[config.mk]
export PLATFORM = sky130hd
export DESIGN_NAME = oled_layer_animator
export DESIGN_NICKNAME = d
export VERILOG_FILES = /design/src/rtl/oled_anim_pkg.sv /design/src/rtl/oled_layer_animator_btn_debounce.sv /design/src/rtl/oled_layer_animator.sv
export SDC_FILE = /design/constraint.sdc
export NUM_CORES = 1
export LEC_CHECK = 0
export CORE_MARGIN = 5
export CORE_UTILIZATION = 55
export CTS_BUF_LIST = sky130_fd_sc_hd__clkbuf_4 sky130_fd_sc_hd__clkbuf_8
export CTS_CLUSTER_DIAMETER = 150
export DETAILED_ROUTE_END_ITERATION = 6
export PLACE_DENSITY = 0.7
export SYNTH_ARGS = -nofsm -noshare
export SYNTH_HDL_FRONTEND = slang
export SYNTH_SLANG_ARGS = --single-unit
[constraint.sdc]
create_clock -name clk -period 11.1 [get_ports clk]
set_input_delay 2.22 -clock clk [delete_from_list [all_inputs] [get_ports clk]]
set_output_delay 2.22 -clock clk [all_outputs]
set_load 0.1 [all_outputs]
[src/rtl/oled_anim_pkg.sv]
// rtl/oled_anim_pkg.sv - colours, layer palette, debounce states and display defaults for the layer animator
package oled_anim_pkg;

    localparam int OLED_W = 96;
    localparam int OLED_H = 64;

    localparam logic [15:0] BLACK   = 16'h0000;
    localparam logic [15:0] WHITE   = 16'hFFFF;
    localparam logic [15:0] RED     = 16'hF800;
    localparam logic [15:0] GREEN   = 16'h07E0;
    localparam logic [15:0] BLUE    = 16'h001F;
    localparam logic [15:0] YELLOW  = 16'hFFE0;
    localparam logic [15:0] CYAN    = 16'h07FF;
    localparam logic [15:0] MAGENTA = 16'hF81F;

    localparam logic [15:0] LAYER_COLOUR [8] = '{
        RED, GREEN, BLUE, YELLOW, CYAN, MAGENTA, WHITE, 16'hFD20
    };

    typedef enum logic {READY, LOCKOUT} deb_state_t;

    // Distance from b forward to a on a ring of m columns.
    function automatic int wrap_diff(input int a, input int b, input int m);
        return (a >= b) ? (a - b) : (a + m - b);
    endfunction

endpackage

[src/rtl/oled_layer_animator_btn_debounce.sv]
// rtl/oled_layer_animator_btn_debounce.sv - button sync, rising-edge detect and shared lockout FSM
module btn_debounce
    import oled_anim_pkg::*;
#(
    parameter int DEBOUNCE = 20_000_000
) (
    input  logic i_clk,
    input  logic i_reset,
    input  logic i_btn_next,
    input  logic i_btn_go,
    output logic o_next_pulse,
    output logic o_go_pulse
);

    localparam int CW = $clog2(DEBOUNCE + 1);

    logic [1:0]    r_sync_n, r_sync_g;
    logic          r_prev_n, r_prev_g;
    logic          r_fill, r_armed_n, r_armed_g;
    logic [CW-1:0] r_cnt;
    deb_state_t    r_state, w_state_next;
    logic          w_edge_n, w_edge_g, w_accept;

    // A button must be seen released after reset before its edges count.
    assign w_edge_n = r_sync_n[1] & ~r_prev_n & r_armed_n;
    assign w_edge_g = r_sync_g[1] & ~r_prev_g & r_armed_g;

    always_ff @(posedge i_clk) begin
        if (i_reset) begin
            r_sync_n  <= '0;
            r_sync_g  <= '0;
            r_prev_n  <= 1'b0;
            r_prev_g  <= 1'b0;
            r_fill    <= 1'b0;
            r_armed_n <= 1'b0;
            r_armed_g <= 1'b0;
            r_state   <= READY;
            r_cnt     <= '0;
        end else begin
            r_sync_n  <= {r_sync_n[0], i_btn_next};
            r_sync_g  <= {r_sync_g[0], i_btn_go};
            r_prev_n  <= r_sync_n[1];
            r_prev_g  <= r_sync_g[1];
            r_fill    <= 1'b1;
            r_armed_n <= r_armed_n | (r_fill & ~r_sync_n[0]);
            r_armed_g <= r_armed_g | (r_fill & ~r_sync_g[0]);
            r_state   <= w_state_next;
            if (w_accept) begin
                r_cnt <= '0;
            end else if (r_state == LOCKOUT) begin
                r_cnt <= r_cnt + 1'b1;
            end
        end
    end

    always_comb begin
        w_state_next = r_state;
        w_accept     = 1'b0;
        case (r_state)
            READY: begin
                if (w_edge_n | w_edge_g) begin
                    w_accept     = 1'b1;
                    w_state_next = LOCKOUT;
                end
            end
            LOCKOUT: begin
                if (r_cnt == CW'(DEBOUNCE - 1)) begin
                    w_state_next = READY;
                end
            end
            default: w_state_next = READY;
        endcase
    end

    assign o_next_pulse = w_accept & w_edge_n;
    assign o_go_pulse   = w_accept & w_edge_g;

endmodule

[src/rtl/oled_layer_animator.sv]
// rtl/oled_layer_animator.sv - N sliding squares in horizontal bands; SEL_OUTLINE_EN adds a white ring on the selected layer
module oled_layer_animator
    import oled_anim_pkg::*;
#(
    parameter int WIDTH    = OLED_W,
    parameter int HEIGHT   = OLED_H,
    parameter int N_LAYERS = 4,
    parameter int SQ_SIZE  = 10,
    parameter int TICK_DIV = 10_000_000,
    parameter int DEBOUNCE = 20_000_000,
    parameter int SEL_W    = (N_LAYERS > 1) ? $clog2(N_LAYERS) : 1
) (
    input  logic                clk,
    input  logic                reset,
    input  logic                btn_next,
    input  logic                btn_go,
    input  logic [12:0]         pixel_index,
    output logic [15:0]         oled_data,
    output logic [SEL_W-1:0]    sel,
    output logic [N_LAYERS-1:0] running
);

    localparam int P  = HEIGHT / N_LAYERS;
    localparam int XW = $clog2(WIDTH);
    localparam int TW = $clog2(TICK_DIV + 1);

    logic [SEL_W-1:0]    r_sel;
    logic [N_LAYERS-1:0] r_running;
    logic [XW-1:0]       r_x_pos [N_LAYERS];
    logic [TW-1:0]       r_tick_cnt;
    logic [15:0]         r_oled;
    logic                w_tick, w_next_pulse, w_go_pulse;
    logic [15:0]         w_pix;
    int                  w_px, w_x, w_y;

    btn_debounce #(.DEBOUNCE(DEBOUNCE)) u_debounce (
        .i_clk        (clk),
        .i_reset      (reset),
        .i_btn_next   (btn_next),
        .i_btn_go     (btn_go),
        .o_next_pulse (w_next_pulse),
        .o_go_pulse   (w_go_pulse)
    );

    assign w_tick = (r_tick_cnt == TW'(TICK_DIV - 1));

    // Tick, toggle and sel all read pre-edge values, so go acts on the old sel.
    always_ff @(posedge clk) begin
        if (reset) begin
            r_sel      <= '0;
            r_running  <= '0;
            r_tick_cnt <= '0;
            for (int i = 0; i < N_LAYERS; i++) r_x_pos[i] <= '0;
        end else begin
            r_tick_cnt <= w_tick ? '0 : r_tick_cnt + 1'b1;
            if (w_go_pulse) r_running[r_sel] <= ~r_running[r_sel];
            if (w_next_pulse) r_sel <= (r_sel == SEL_W'(N_LAYERS - 1)) ? '0 : r_sel + 1'b1;
            for (int i = 0; i < N_LAYERS; i++) begin
                if (w_tick && r_running[i]) begin
                    r_x_pos[i] <= (r_x_pos[i] == XW'(WIDTH - 1)) ? '0 : r_x_pos[i] + 1'b1;
                end
            end
        end
    end

    always_comb begin
        w_pix = BLACK;
        w_px  = int'(pixel_index);
        w_x   = w_px % WIDTH;
        w_y   = w_px / WIDTH;
        if (w_px < WIDTH * HEIGHT) begin
            for (int i = 0; i < N_LAYERS; i++) begin
                if (w_y >= i * P && w_y < i * P + SQ_SIZE &&
                    wrap_diff(w_x, int'(r_x_pos[i]), WIDTH) < SQ_SIZE) begin
                    w_pix = LAYER_COLOUR[i];
`ifdef SEL_OUTLINE_EN
                    if (int'(r_sel) == i &&
                        (w_y == i * P || w_y == i * P + SQ_SIZE - 1 ||
                         wrap_diff(w_x, int'(r_x_pos[i]), WIDTH) == 0 ||
                         wrap_diff(w_x, int'(r_x_pos[i]), WIDTH) == SQ_SIZE - 1)) begin
                        w_pix = WHITE;
                    end
`endif
                end
            end
        end
    end

    always_ff @(posedge clk) begin
        if (reset) r_oled <= BLACK;
        else       r_oled <= w_pix;
    end

    assign oled_data = r_oled;
    assign sel       = r_sel;
    assign running   = r_running;

endmodule

==> flow_summary.ini, run 1 <==
[run_status]
status = finished clean

[critical_path]
cp_num_buf_inv = 2
cp_data_required_time_ns = 11.42
crit_type = in -> reg
crit_path_cell_trace = clkdlybuf4s50_1 -> ha_1 -> and4bb_1 -> or4b_4 -> o311a_1 -> mux4_2 -> nand3_1 -> o21ai_0 -> a22oi_1 -> o21ai_0 -> a21oi_1 -> ha_1 -> inv_1 -> ha_1 -> a21oi_1 -> o21ai_0 -> a21oi_1 -> mux2i_1 -> a211o_1 -> o21ai_1 -> a41o_1 -> o2111a_1
critPathSlowestCell = clkdlybuf4s50_1
critPathArrivalTime_ns = 7.79
path_delay_family = compound AO/OA/AOI/OAI gates
critPathMaxFanout = 12
max_stage_delay_ns = 0.59
end_kind = flip-flop
startpoint_type = input pin

[cells_and_area]
stdcell_area_um2 = 7680
nets = 947
instances_no_fill = 1055
diodes = 0
final_layout_size_suffix_gt1_frac = 0.0430
syn_to_final_growth_pct = 8.35

[synthesis]
synthFlopType = dfxtp_1
ys_seq_area_frac = 0.311
synth_cell_types = 75
yosysWarnings = 0
synthTopCellsByArea = dfxtp_1 (19%), edfxtp_1 (12%), ha_1 (8.5%), nor2_1 (7.0%), xor2_1 (6.1%)
synth.top_cell.area_share = 0.192
synth_cells = 866
synth_edf_count = 28
async_reset_ff_frac = 0
synthesis.nets = 935
synthDominantAreaCellType = dfxtp_1
yosys-top-cells-count = nor2_1 (133), dfxtp_1 (68), nand2_1 (64)
yosysMostFrequentCell = nor2_1
syn_area_um2 = 7080
synth_seq_cells = 96
syn_area_per_cell_um2 = 8.18

[placed_design]
dp.cells = 1039
io_buffers = 38
place_area_um2 = 7490
dp_slack_ns = 3.39
gp_congestion = 1.00
dp.final_hpwl_um = 12500

[detailed_routing]
wl_per_cell_um = 15.6
drc = 0
drtAntennaViolNets = 0
vias_per_cell = 5.93
drt_iter0_markers = 446
vias = 6252
firstDrtPassIters = 5
routed_wl_um = 16400

[cts]
cts_sinks = 96
clk_pin_slew_ns = 0.09
cts_buffers = 9
clock_path_buffers = 2
cts_setup_buffers = 0
cts-htree-levels = 3
cts_tree = built
hold_buffers = 0
cts_resized = 0
clockRootBuffer = clkbuf_8
clock_latency_ns = 0.38

[global_routing]
antenna_found_initial = 0
grt_pass1_wl_um = 27100
grt.total_usage = 0.220
grt_max_degree = 26
grt-ovfl-total = 0
grt_pass1_vias = 5957

[sta]
grt_setup_unrepaired = false
hold_viol = 0
skew_ns = 0.0137
setup_ws_ns = 3.63
fmax_mhz = 134
slew_viol_final = 0
tightestPinTransition_ns = 1.00
setup_tns_ns = 0
slew_headroom = 0.331
fin_crit_ns = 7.47
period_share = 0.673
setup_viol = 0

[power]
power_density_nw_per_um2 = 118
vdd_ir_drop_max_v = 0.0000882
leakagePower_nw = 2.97

[floorplan]
die-area_um2 = 15200
start_util = 0.561
core_area_um2 = 12600
boundaryPins = 39
row_count = 41
die_h_um = 123
dieWidth_um = 123

[run]
max_cap_violations = 0

[min_path]
hp-class = reg -> reg
area by class of cell:
| class | count | area, um^2 |
|---|---|---|
| Sequential cell | 96 | 2200 |
| Timing Repair Buffer | 41 | 403 |
| Tap cell | 172 | 215 |
| Fill cell | 1140 | 4940 |
| Multi-Input combinational cell | 672 | 4460 |
| Inverter | 58 | 218 |
| Clock inverter | 5 | 42.5 |
| Clock buffer | 11 | 139 |
power by group:
part	switching [mW]	total, mW	internal (mW)
clock network	0.123	0.212	0.0889
logic	0.193	0.315	0.122
registers	0.00895	0.378	0.369
total	0.325	0.904	0.579
logic make-up after synthesis:
| family | count (synthesis) | synth area share |
|---|---|---|
| buffers and inverters | 98 | 0.0600 |
| xor gates and xnor gates | 88 | 0.109 |
| AOI/OAI and AO/OA | 178 | 0.173 |
| DFF | 96 | 0.311 |
| adders and majority gates | 52 | 0.0961 |
| and+or+nand+nor | 345 | 0.233 |
| muxes | 9 | 0.0182 |
sequential cells by signal (all words and copies together) (netlist names):
name and cells:
r_x_pos 28, u_debounce.r_cnt 25, r_tick_cnt 24, running 4, oled_data 3, sel 2, u_debounce.r_sync_g 2, u_debounce.r_sync_n 2
u_debounce.r_armed_g 1, u_debounce.r_armed_n 1, u_debounce.r_fill 1, u_debounce.r_prev_g 1, u_debounce.r_prev_n 1, u_debounce.r_state 1
tightest hold or removal path, delay by kind of cell, from the launching register on:
family	cells	cell delay, ns
simple gates	1	0.04
flops	1	0.31
buf+inv	1	0.07
routing by layer:
layer	routed length, um	global-route usage
met5	0	0
met4	393	0.0927
met2	8160	0.383
met1	6920	0.263
met3	934	0.0476
worst paths after layout:
check | to | slack (ns) | cells after the start | from
max | oled_data[10] | 3.63 | 22 | pixel_index[12]
min | u_debounce.r_sync_n[1] | 0.45 | 2 | u_debounce.r_sync_n[0]
max reg2reg | oled_data[10] | 7.70 | 13 | r_x_pos[3][0]
min reg2reg | u_debounce.r_sync_n[1] | 0.45 | 2 | u_debounce.r_sync_n[0]
metrics by stage:
| stage | hold slack, ns | utilization | total power, mW |
|---|---|---|---|
| 4_1_cts | 0.452 | 0.608 | 0.905 |
| 5_1_grt | 0.498 | 0.608 | 0.960 |
| 3_3_place_gp | 0.423 | 0.594 | 0.681 |
| 3_5_place_dp | 0.438 | 0.594 | 0.692 |
| 2_1_floorplan | 0.410 | - | 0.630 |
| 6_report | 0.447 | 0.608 | 0.904 |
cells in the final DEF, fill, tap and decap left out, types with 12 or more instances in the layout:
cell type and instances:
a21o_1 16, a21oi_1 44, and3_1 14, clkdlybuf4s50_1 38, dfxtp_1 68, edfxtp_1 28
ha_1 48, inv_1 57, nand2_1 64, nand3_1 31, nand4_1 24, nor2_1 133
nor3_1 18, o21ai_0 35, or3_1 12, xnor2_1 39, xor2_1 49
No activity file was read; power rests on OpenSTA's default activity.
==> run 2, diff against run 1 <==
==> constraint.sdc (replaced) <==
create_clock -name clk -period 7.36 [get_ports clk]
set_input_delay 1.472 -clock clk [delete_from_list [all_inputs] [get_ports clk]]
set_output_delay 1.472 -clock clk [all_outputs]
set_load 0.1 [all_outputs]
==> run 2 against run 1 <==
  * Cell area increased by 0.88%
  * Wire length decreased by 0.85%
  * Sequential cell count unchanged
  * Highest routed layer unchanged
==> flow_summary.ini, run 2 (synthesis gave the netlist of run 1 again) <==
[critical_path]
cp_data_required_time_ns = 7.68
critPathArrivalTime_ns = 6.98
ff2ff_path_depth = 13
end_kind = flip-flop
startpoint_type = input pin
crit_type = in -> reg
critPathMaxFanout = 12

[power]
pwr-share-seq = 0.388
power_density_nw_per_um2 = 190
power_frac_clock = 0.290
switching_share = 0.339
cell_internal_pwr_mw = 0.970
leakagePower_nw = 3.01
vdd_ir_drop_max_v = 0.000138
pwr-share-comb = 0.322
switchingPower_mw = 0.498

[placed_design]
gp_congestion = 1.01
io_buffers = 38
dp.final_hpwl_um = 12400
place_area_um2 = 7490

[cells_and_area]
final_common_cell = nor2_1
largest_register_ffs = 28
stdcell_area_um2 = 7740
filler_cell_count = 1146
syn_to_final_growth_pct = 9.31
reg_top3 = r_x_pos (28), u_debounce.r_cnt (25), r_tick_cnt (24)
final_layout_size_suffix_gt1_frac = 0.0419
diodes = 0
nets = 947
max_flop_register = r_x_pos
final_cell_mix = nor2_1 (133), dfxtp_1 (68), nand2_1 (64)

[detailed_routing]
firstDrtPassIters = 5
drc = 0
routed_wl_um = 16300
vias = 6196
drt_iter0_markers = 413
wl_per_cell_um = 15.4
drtAntennaViolNets = 0
vias_per_cell = 5.87

[min_path]
hp-class = reg -> reg
holdPathStages = 2

[cts]
clockRootBuffer = clkbuf_8
hold_buffers = 0
clock_latency_ns = 0.39
clk_pin_slew_ns = 0.09
clock_path_buffers = 2
cts_setup_buffers = 0
cts_sinks = 96
cts_tree = built
cts_buffers = 9
cts_resized = 0
cts-htree-levels = 3

[sta]
tightestPinTransition_ns = 1.01
slew_viol_final = 0
hold_viol = 0
setup_tns_ns = 0
fmax_mhz = 150
skew_ns = 0.0203
slew_headroom = 0.326
fin_crit_ns = 6.66
grt_setup_unrepaired = false
setup_viol = 0
period_share = 0.906

[global_routing]
antenna_found_initial = 0
grt.total_usage = 0.223
grt_max_degree = 26
grt-ovfl-total = 0
grt_pass1_vias = 5948
grt_pass1_wl_um = 27400

[floorplan]
start_util = 0.561
dieWidth_um = 123
die_h_um = 123
boundaryPins = 39
core_area_um2 = 12600
row_count = 41
die-area_um2 = 15200

[run]
max_cap_violations = 0

[run_status]
status = finished clean
==> run 2: final timing paths <==
path	from	to	slack (ns)
max	pixel_index[12]	oled_data[10]	0.70
min	u_debounce.r_sync_n[0]	u_debounce.r_sync_n[1]	0.44
max reg2reg	r_x_pos[3][0]	oled_data[10]	4.01
min reg2reg	u_debounce.r_sync_n[0]	u_debounce.r_sync_n[1]	0.44
==> run 2: per-layer routing <==
metal  up-vias  global-route usage  share of wire
met4         0               0.101          0.028
met5         -                   0              0
li1       3072                   -              -
met3        38              0.0380          0.051
met2       170               0.386           0.49
met1      2916               0.271           0.43
==> run 2: cell type report <==
cell class,instances,area (um^2),area share
inverter,58,218,0.0281
multi-input combinational,672,4460,0.576
timing repair buffer,41,403,0.0520
clock inverter,7,125,0.0162
clock buffer,9,124,0.0160
sequential,96,2200,0.284
tap,172,215,0.0278
==> run 2: power groups by stage <==
stage                     clock [mW]  sequential [mW]  combinational, mW
after floorplan                    0            0.586              0.363
after global placement             0            0.581              0.447
after detailed placement           0            0.582              0.461
after CTS                      0.437            0.570              0.464
after global routing           0.461            0.572              0.519
final                          0.426            0.570              0.472
==> run 2: stage by stage <==
stage | utilization | power, mW | hold slack [ns] | worst slack, ns | instances
floorplan | - | 0.950 | 0.410 | 1.19 | 866
global placement | 0.594 | 1.03 | 0.423 | 0.675 | 1039
detailed placement | 0.594 | 1.04 | 0.431 | 0.415 | 1039
CTS | 0.614 | 1.47 | 0.446 | 0.816 | 1055
global route | 0.614 | 1.55 | 0.486 | 0.413 | 1055
finish | 0.614 | 1.47 | 0.441 | 0.695 | 1055
==> run 2: worst max-delay path: stages <==
cell and delay, ns:
clkdlybuf4s50_1 0.59, ha_1 0.48, and4bb_1 0.24, or4b_4 0.52
o21a_4 0.17, o32a_1 0.37, and3_1 0.27, nand2_1 0.09
o21bai_1 0.06, nand3_1 0.10, a21oi_1 0.10, a211o_1 0.33
ha_1 0.45, nand2_1 0.08, o21ai_0 0.46, xor2_1 0.15
or4_1 0.50, o21ai_1 0.18, a41o_1 0.19, o2111a_1 0.16
==> run 3, diff against run 2 <==
--- a/config.mk
+++ b/config.mk
@@ -7,10 +7,11 @@
 export LEC_CHECK = 0
 export CORE_MARGIN = 5
 export CORE_UTILIZATION = 55
-export CTS_BUF_LIST = sky130_fd_sc_hd__clkbuf_4 sky130_fd_sc_hd__clkbuf_8
 export CTS_CLUSTER_DIAMETER = 150
 export DETAILED_ROUTE_END_ITERATION = 6
+export GPL_TIMING_DRIVEN = 0
 export PLACE_DENSITY = 0.7
+export SLEW_MARGIN = 20
 export SYNTH_ARGS = -nofsm -noshare
 export SYNTH_HDL_FRONTEND = slang
 export SYNTH_SLANG_ARGS = --single-unit
==> run 3 against run 2 <==
  * Combinational power barely moved
  * Sequential share of layout area shrank 0.50 points
  * Largest cell class unchanged
  * Die area stayed put
==> flow_summary.ini, run 3 (synthesis gave the netlist of run 1 again) <==
[cts]
clock_latency_ns = 0.35
cts_setup_buffers = 0
clockRootBuffer = clkbuf_16
cts_buffers = 9
cts_resized = 0
clk_pin_slew_ns = 0.07
clock_path_buffers = 2
hold_buffers = 0
cts_sinks = 96
cts-htree-levels = 3
cts_tree = built

[power]
power_density_nw_per_um2 = 189
leakagePower_nw = 3.09
vdd_ir_drop_max_v = 0.000171
power.total_mw = 1.49

[sta]
tightestPinTransition_ns = 0.983
fmax_mhz = 150
slew_headroom = 0.343
setup_tns_ns = 0
slew_viol_final = 0
hold_viol = 0
grt_setup_unrepaired = false
period_share = 0.904
skew_ns = 0.0101
setup_viol = 0
fin_crit_ns = 6.65

[detailed_routing]
routed_wl_um = 16100
drt_iter0_markers = 530
vias = 6274
wl_per_cell_um = 14.8
drtAntennaViolNets = 0
firstDrtPassIters = 5
drc = 0
vias_per_cell = 5.78

[global_routing]
grt.total_usage = 0.216
grt_pass1_vias = 5928
antenna_found_initial = 0
grt_max_degree = 18
grt-ovfl-total = 0
grt_pass1_wl_um = 26700

[floorplan]
row_count = 41
start_util = 0.561
die_h_um = 123
dieWidth_um = 123
core_area_um2 = 12600
die-area_um2 = 15200
boundaryPins = 39

[cells_and_area]
diodes = 0
nets = 977
final_layout_size_suffix_gt1_frac = 0.0537
max_flop_register = r_x_pos
utilization = 0.625
syn_to_final_growth_pct = 11.3
largest_register_ffs = 28
final_cell_mix = nor2_1 (133), dfxtp_1 (68), nand2_1 (64)
final_common_cell = nor2_1
reg_top3 = r_x_pos (28), u_debounce.r_cnt (25), r_tick_cnt (24)
filler_cell_count = 1151

[min_path]
hp-start = u_debounce.r_sync_g[0]
hp-class = reg -> reg

[critical_path]
end_kind = flip-flop
crit_type = in -> reg
cp_data_required_time_ns = 7.65
critPathArrivalTime_ns = 6.94
startpoint_type = input pin
critPathMaxFanout = 8
r2r_start = r_x_pos[3][0]
crit_path_cell_trace = clkdlybuf4s50_1 -> ha_1 -> and4bb_1 -> or4b_4 -> o311a_1 -> mux4_2 -> nand3_1 -> o21ai_0 -> a22oi_1 -> o21ai_0 -> a21oi_1 -> ha_1 -> inv_1 -> ha_1 -> a21oi_1 -> o21ai_0 -> a21oi_1 -> mux2i_1 -> a211o_1 -> o21ai_1 -> a41o_1 -> o2111a_1
path_delay_family = compound AO/OA/AOI/OAI gates
cp_num_buf_inv = 2
critPathSlowestCell = mux4_2
startpoint = pixel_index[12]
max_stage_delay_ns = 0.56

[placed_design]
gp_congestion = 0.883
dp.final_hpwl_um = 12300
io_buffers = 31

[run]
max_cap_violations = 0

[run_status]
status = finished clean
## run 3: area by class of cell
class / count / area, um^2 / area share
inverter: 58 / 218 / 0.0276
clock buffer: 11 / 233 / 0.0295
sequential: 96 / 2200 / 0.279
multi-input combinational: 672 / 4460 / 0.565
buffer: 40 / 208 / 0.0263
tap: 172 / 215 / 0.0273
timing repair buffer: 31 / 310 / 0.0394
clock inverter: 5 / 40.0 / 0.00508
## run 3: path summary, 6_finish.rpt
check             cells past startpoint  slack (ns)                     end
setup reg to reg                     13        4.02           oled_data[10]
hold / removal                        2        0.45  u_debounce.r_sync_g[1]
hold reg to reg                       2        0.45  u_debounce.r_sync_g[1]
setup / recovery                     22        0.71           oled_data[10]
## run 3: power breakdown
part | internal (mW) | switching (mW)
Sequential | 0.557 | 0.0123
Clock | 0.233 | 0.209
Combinational | 0.186 | 0.289
## run 3: per-layer routing
layer | vias to the layer above | part of all wire | GRT usage | routed length, um
met5 | - | 0 | 0 | 0
met4 | 0 | 0.019 | 0.0747 | 312
met3 | 26 | 0.044 | 0.0375 | 706
met2 | 157 | 0.48 | 0.368 | 7710
met1 | 2947 | 0.46 | 0.277 | 7360
li1 | 3144 | - | - | -
## run 3: stage by stage
stage / setup slack, ns / instances / cell area, um^2 / hold slack (ns)
6_report: 0.705 / 1085 / 7880 / 0.447
3_5_place_dp: 0.350 / 1069 / 7610 / 0.435
5_1_grt: 0.272 / 1085 / 7880 / 0.478
2_1_floorplan: 1.19 / 866 / 7080 / 0.410
3_3_place_gp: 0.459 / 1069 / 7610 / 0.422
4_1_cts: 0.660 / 1085 / 7880 / 0.447
## run 3: worst reg2reg max path: cells and delay by family (launching register included)
kind	cells	cell delay, ns
buf+inv	1	0.05
flops	1	0.40
compound gates	10	2.24
fa+ha+maj	2	0.58
